[config.mk]
export PLATFORM = sky130hd
export DESIGN_NAME = video_irq_ctrl
export DESIGN_NICKNAME = d
export VERILOG_FILES = /design/src/rtl/video_irq_ctrl_pkg.sv /design/src/rtl/irq_edge_pending.sv /design/src/rtl/video_irq_ctrl.sv
export SDC_FILE = /design/constraint.sdc
export NUM_CORES = 1
export LEC_CHECK = 0
export CAP_MARGIN = 20
export CORE_UTILIZATION = 34
export CTS_CLUSTER_SIZE = 28
export DETAILED_ROUTE_END_ITERATION = 12
export HOLD_SLACK_MARGIN = 0.12
export PLACE_DENSITY_LB_ADDON = 0.3
export SETUP_SLACK_MARGIN = 0.02
export SYNTH_ARGS = -nofsm -noshare
export SYNTH_HDL_FRONTEND = slang
export SYNTH_SLANG_ARGS = --single-unit
[constraint.sdc]
create_clock -name clk -period 2.2 [get_ports clk]
set_input_delay 0.44 -clock clk [delete_from_list [all_inputs] [get_ports clk]]
set_output_delay 0.44 -clock clk [all_outputs]
set_load 0.03 [all_outputs]
[src/rtl/video_irq_ctrl_pkg.sv]
// Shared constants for the video interrupt controller: RST opcode base,
// FSM state encoding and interrupt source IDs.
package video_irq_ctrl_pkg;

  localparam logic [7:0] RST_OPCODE_BASE = 8'hC7;

  localparam logic [0:0] ST_IDLE   = 1'b0;
  localparam logic [0:0] ST_ASSERT = 1'b1;

  localparam logic [0:0] SRC_MID = 1'b0;
  localparam logic [0:0] SRC_VBL = 1'b1;

  // RST n opcode: 11 nnn 111
  function automatic logic [7:0] rst_opcode(input logic [2:0] rst_num);
    return RST_OPCODE_BASE | {2'b00, rst_num, 3'b000};
  endfunction

endpackage

[src/rtl/irq_edge_pending.sv]
// Per-source rising-edge detector with a sticky pending flag and an overrun
// pulse for edges that arrive while the flag is still owed to the CPU.
module irq_edge_pending (
  input  logic clk,
  input  logic rst,
  input  logic level,
  input  logic clr,
  output logic pending,
  output logic overrun
);

  logic prev_q;
  logic pending_q, pending_d;
  logic edge_det;

  assign edge_det = level & ~prev_q;

  // A fresh edge wins over a coincident clear, so the new event is kept.
  always_comb begin
    pending_d = pending_q;
    if (edge_det) begin
      pending_d = 1'b1;
    end else if (clr) begin
      pending_d = 1'b0;
    end
  end

  always_ff @(posedge clk) begin
    if (rst) begin
      prev_q    <= 1'b1;
      pending_q <= 1'b0;
    end else begin
      prev_q    <= level;
      pending_q <= pending_d;
    end
  end

  assign pending = pending_q;
  assign overrun = edge_det & pending_q & ~clr;

endmodule

[src/rtl/video_irq_ctrl.sv]
// Video interrupt controller: turns mid-screen and vblank edges into 8080-style
// RST interrupt requests, with vblank priority and a saturating overrun count.
module video_irq_ctrl
  import video_irq_ctrl_pkg::*;
#(
  parameter int unsigned MID_RST = 1,
  parameter int unsigned VBL_RST = 2
) (
  input  logic       clk,
  input  logic       rst,
  input  logic       mid_screen,
  input  logic       vblank,
  input  logic       int_enable,
  input  logic       int_ack,
  output logic       irq,
  output logic [7:0] int_opcode,
  output logic [7:0] overrun_count
);

  localparam logic [2:0] MidNum = MID_RST[2:0];
  localparam logic [2:0] VblNum = VBL_RST[2:0];

  logic [0:0] state_q, state_d;
  logic [0:0] src_q, src_d;
  logic [7:0] cnt_q, cnt_d;
  logic       pend_mid, pend_vbl;
  logic       ovr_mid, ovr_vbl;
  logic       ack_fire;
  logic [1:0] ovr_inc;
  logic [8:0] cnt_sum;

  assign ack_fire = (state_q == ST_ASSERT) & int_ack;

  irq_edge_pending u_mid (
    .clk     (clk),
    .rst     (rst),
    .level   (mid_screen),
    .clr     (ack_fire & (src_q == SRC_MID)),
    .pending (pend_mid),
    .overrun (ovr_mid)
  );

  irq_edge_pending u_vbl (
    .clk     (clk),
    .rst     (rst),
    .level   (vblank),
    .clr     (ack_fire & (src_q == SRC_VBL)),
    .pending (pend_vbl),
    .overrun (ovr_vbl)
  );

  always_comb begin
    state_d = state_q;
    src_d   = src_q;
    case (state_q)
      ST_IDLE: begin
        if (int_enable && (pend_vbl || pend_mid)) begin
          state_d = ST_ASSERT;
          src_d   = pend_vbl ? SRC_VBL : SRC_MID;
        end
      end
      ST_ASSERT: begin
        // Losing INTE withdraws the request but leaves the flag pending.
        if (int_ack || !int_enable) begin
          state_d = ST_IDLE;
        end
      end
      default: state_d = ST_IDLE;
    endcase
  end

  assign ovr_inc = {1'b0, ovr_mid} + {1'b0, ovr_vbl};
  assign cnt_sum = {1'b0, cnt_q} + {7'b0, ovr_inc};
  assign cnt_d   = cnt_sum[8] ? 8'hFF : cnt_sum[7:0];

  always_ff @(posedge clk) begin
    if (rst) begin
      state_q <= ST_IDLE;
      src_q   <= SRC_MID;
      cnt_q   <= 8'h00;
    end else begin
      state_q <= state_d;
      src_q   <= src_d;
      cnt_q   <= cnt_d;
    end
  end

  assign irq           = (state_q == ST_ASSERT);
  assign int_opcode    = irq ? ((src_q == SRC_VBL) ? rst_opcode(VblNum) : rst_opcode(MidNum))
                             : 8'h00;
  assign overrun_count = cnt_q;

endmodule
==> results.md <==
GRT:
- The number of antenna violations at the first check in global routing is 0.
- The via count of the first global-routing pass came to 483.
- The largest net degree at the start of global routing is 13.
- The overall global routing resource usage is 0.1362.
- Global routing finished with a remaining overflow of 0.
- The first-pass GRT wire length is 2028 µm.

Placed design:
- The number of buffers inserted by port buffering is 21.
- The post-placement cell count is 110.
- The cell area reported after detailed placement is 845.8 µm².
- Once detailed placement completed, the half-perimeter wirelength came to 890.5 µm.
- The post-place setup slack is -0.2678 ns.
- The placer's final routability congestion estimate is 0.6906.

Timing:
- Setup repair after global routing left no endpoint under its margin.
- The number of hold-slack violations in the final timing report was 0.
- The minimum clock period is 2.037 ns.
- Static timing analysis puts the maximum clock frequency at 491.0 MHz.
- The number of pins exceeding their max-slew limit in the final report was 0.
- The worst-case setup margin in the final layout is 0.1634 ns.
- Setup violations remaining at the end of the flow were counted as 0.
- In the finished design, the share of the clock period the worst path needs comes to 0.9257.
- Between clock sinks in the finished design, the worst skew comes to 0.004088 ns.

Final layout:
- Leaving out fill and tap cells, the most frequent cells in the layout are sky130_fd_sc_hd__clkdlybuf4s50_1, sky130_fd_sc_hd__dfxtp_1, sky130_fd_sc_hd__nor2_1, sky130_fd_sc_hd__a21oi_1.
- The final cell count without fillers is 114.
- The finished cells cover 884.6 µm².
- After filler insertion, the fill cell instance count of the layout stands at 168.
- The number of antenna diodes in the final layout is 0.
- The commonest non-fill, non-tap cell in the layout is sky130_fd_sc_hd__clkdlybuf4s50_1.
- The final-stage net count is 97.
- The relative area change from synthesis to final layout is 37.82%.
- The fraction of final layout cells sized beyond drive strength 1 is 0.1685.

Clocking:
- The CTS tree is built.
- Counting the buffers created by CTS gives 3.
- The number of hold buffers added after CTS was 0.
- The buffer cell driving the clock tree root is sky130_fd_sc_hd__clkbuf_4.
- The number of clock sinks is 14.
- The H-tree depth reported by CTS is 1.
- Clock-pin slew was measured on the worst setup and hold paths at 0.08 ns.
- Counting along the longest clock path gives a buffer depth of 2.
- The later pin in the worst-skew pair is clocked with a latency of 0.27 ns.

Synth:
- Of the total synthesized cell area, the portion taken by full adders, half adders and majority gates is 0.03119.
- Yosys printed 0 warnings.
- The cell count after synthesis is 69.
- Counting every net in the synthesized netlist gives 76.
- The area fraction of the dominant cell type after synthesis is 0.4366.
- The post-synthesis cell type count is 28.
- The cell accounting for the most synthesized area is sky130_fd_sc_hd__dfxtp_1.
- Of the total synthesized cell area, the portion taken by AND, OR, NAND and NOR gates is 0.2008.
- The synthesized-area fraction occupied by ao, oa, aoi and oai cells is 0.1910.
- Of the post-synthesis cell area, the part taken by muxes is 0.
- The fraction of synthesized cell area in xor and xnor cells is 0.02729.
- After synthesis the netlist holds a flip-flop and latch count of 14.
- The largest family of logic cells by synthesized area is simple AND/OR/NAND/NOR gates.
- The synthesized area per cell is 9.302 µm².
- The cell area that synthesis handed to floorplanning was 641.9 µm².
- In the post-synthesis netlist, the biggest area contributors are sky130_fd_sc_hd__dfxtp_1, sky130_fd_sc_hd__buf_4, sky130_fd_sc_hd__a21oi_1.
- For this run, the register share of the synthesized area comes to 0.4366.

Route:
- Summing over every cut layer, the via total after detailed routing is 548.
- Using the TritonRoute via totals, the vias-per-cell ratio works out to 4.807.
- The routed length on met1 is 600 µm.
- The final routed DRC violation total is 0.
- The post-detailed-route wirelength per cell is 10.85 µm.
- The met2 wire length is 557 µm.
- The total wirelength of the detailed-routed design is 1237 µm.
- The detail route stage leaves a number of antenna-violating nets equal to 0.
- Wire segments on met3 add up to 63 µm in the final route.
- Before antenna repair, the detailed router went through 4 iterations.
- The DRC violation total after the first TritonRoute iteration is 11.
- The uppermost layer routed is met4.

Critical path:
- The instance count on the critical path is 8.
- The cell family contributing the most delay on the critical path is buffers and inverters.
- The critical path starts at int_ack.
- The element type at the critical path start is an input pin.
- The number of buffer and inverter instances along the worst setup path is 1.
- For flop-to-flop paths, the worst setup slack is 0.36 ns.
- The kind of critical path is input pin to flip-flop.
- STA classifies the critical path endpoint as a flip-flop.
- The destination of the critical timing path is overrun_count[4]$_SDFF_PP0_.
- On the worst path, the slowest cell contributes a delay of 0.48 ns.
- The endpoint identified for the worst register-to-register timing path is overrun_count[4]$_SDFF_PP0_.
- In this run the critical register-to-register path is launched from irq$_SDFF_PP0_.
- The required arrival time at the worst endpoint is 2.37 ns.
- The maximum fanout count along the critical path is 8.
- The number of cells on the worst reg-to-reg path is 7.
- The slowest stage cell on the critical path is sky130_fd_sc_hd__clkdlybuf4s50_1.
- The arrival time of the worst setup path is 2.21 ns.
- Traced cell by cell, the critical path runs through clkdlybuf4s50_1 -> nand2_1 -> o21ai_1 -> nor2_1 -> fa_1 -> and4_4 -> xor2_1 -> o21ba_2.

Floorplanning:
- The site row count is 15.
- The top-level port count is 23.
- The die span in y is 45.45 µm.
- The floorplan step defined a core boundary enclosing 0.001745 mm².
- The total die area is 0.002066 mm².
- The die is 45.45 µm wide.
- The initial core utilization is 0.3677.

Run status:
- The flow ran to the end, and the final reports show no timing, DRC or antenna violations.

Pwr:
- The completed layout was analyzed and its total power is 499.5 µW.
- IR analysis of the VDD net gives a maximum drop of 0.2868 mV.
- Summed over all cells, the static leakage comes to 0.0003201 µW.
- The ratio of total power to cell area is 564.6 mW/mm².

Job:
- The number of violations of the max-capacitance limit is 0.

Worst hold path:
- The class of the tightest hold or removal check is flip-flop to flip-flop.
==> worst min-delay path, cell delays in order, from the launching register on <==
cell and delay [ns]:
sky130_fd_sc_hd__dfxtp_1 0.33, sky130_fd_sc_hd__nand2_1 0.08, sky130_fd_sc_hd__a21oi_1 0.06
==> cell usage after synthesis (all sizes together) <==
| library cell | n |
|---|---|
| dfxtp | 14 |
| a21oi | 8 |
| buf | 8 |
| nor2 | 7 |
| a211oi | 3 |
| nand2 | 3 |
| and4 | 2 |
| inv | 2 |
| nand2b | 2 |
| nand3 | 2 |
| nor3 | 2 |
| nor3b | 2 |
| or2 | 2 |
| xor2 | 2 |
| a31oi | 1 |
| a32oi | 1 |
| a41oi | 1 |
| and2 | 1 |
| conb | 1 |
| fa | 1 |
| nand3b | 1 |
| o21ai | 1 |
| o21ba | 1 |
| o31ai | 1 |
==> through the flow <==
step / hold WS, ns / util / setup TNS (ns)
finish: 0.5126 / 0.5068 / 0
floorplan: 0.4732 / - / 0
global route: 0.5438 / 0.5068 / 0
detailed placement: 0.4997 / 0.4846 / -1.246
CTS: 0.5118 / 0.5061 / 0
global placement: 0.4886 / 0.4846 / -1.019
==> state kept, by name (all words and copies together) (netlist names) <==
name,cells
u_vbl.prev_q,1
u_mid.prev_q,1
u_mid.pending,1
src_q,1
u_vbl.pending,1
irq,1
overrun_count,8
==> layout make-up <==
class,instances,area (µm²),area share
Timing Repair Buffer,24,232.7,0.2631
Tap cell,25,31.28,0.03536
Sequential cell,14,281.5,0.3182
Clock buffer,4,36.28,0.04102
Inverter,2,7.507,0.008487
Multi-Input combinational cell,45,295.3,0.3338
==> per-layer routing <==
| metal | track usage | vias up |
|---|---|---|
| met5 | 0 | - |
| met4 | 0.05455 | 0 |
| met3 | 0.04762 | 2 |
| met2 | 0.2086 | 16 |
| met1 | 0.1741 | 258 |
| li1 | - | 272 |
==> cells by family (layout without fill, tap and decap cells) <==
group | after synthesis | in the layout
simple gates | 24 | 24
xor+xnor | 2 | 2
fa+ha+maj | 1 | 1
buf+inv | 10 | 30
flops | 14 | 14
other cells | 1 | 1
compound gates | 17 | 17
==> worst min-delay path by stage <==
stage	startpoint	to	cells after the start	slack [ns]
after floorplan	u_vbl.pending$_SDFFE_PP0P_	u_vbl.pending$_SDFFE_PP0P_	2	0.47
after global placement	u_vbl.pending$_SDFFE_PP0P_	u_vbl.pending$_SDFFE_PP0P_	2	0.49
after detailed placement	u_vbl.pending$_SDFFE_PP0P_	u_vbl.pending$_SDFFE_PP0P_	2	0.50
after CTS	u_vbl.pending$_SDFFE_PP0P_	u_vbl.pending$_SDFFE_PP0P_	2	0.51
after global routing	u_vbl.pending$_SDFFE_PP0P_	u_vbl.pending$_SDFFE_PP0P_	2	0.54
final	u_vbl.pending$_SDFFE_PP0P_	u_vbl.pending$_SDFFE_PP0P_	2	0.51
==> timing repair <==
item | CTS | global route
gates cloned | 0 | 0
endpoints found under the setup margin | 1 | 8
gates resized for setup | 1 | 2
endpoints found under the hold margin | 0 | 0
setup buffers | 0 | 0
==> power by group <==
part	internal [µW]	switching, µW	total (µW)
logic	26.4	29.2	55.7
clock network	101	78.4	179
registers	259	5.38	265
No activity file was read; power rests on OpenSTA's default activity.
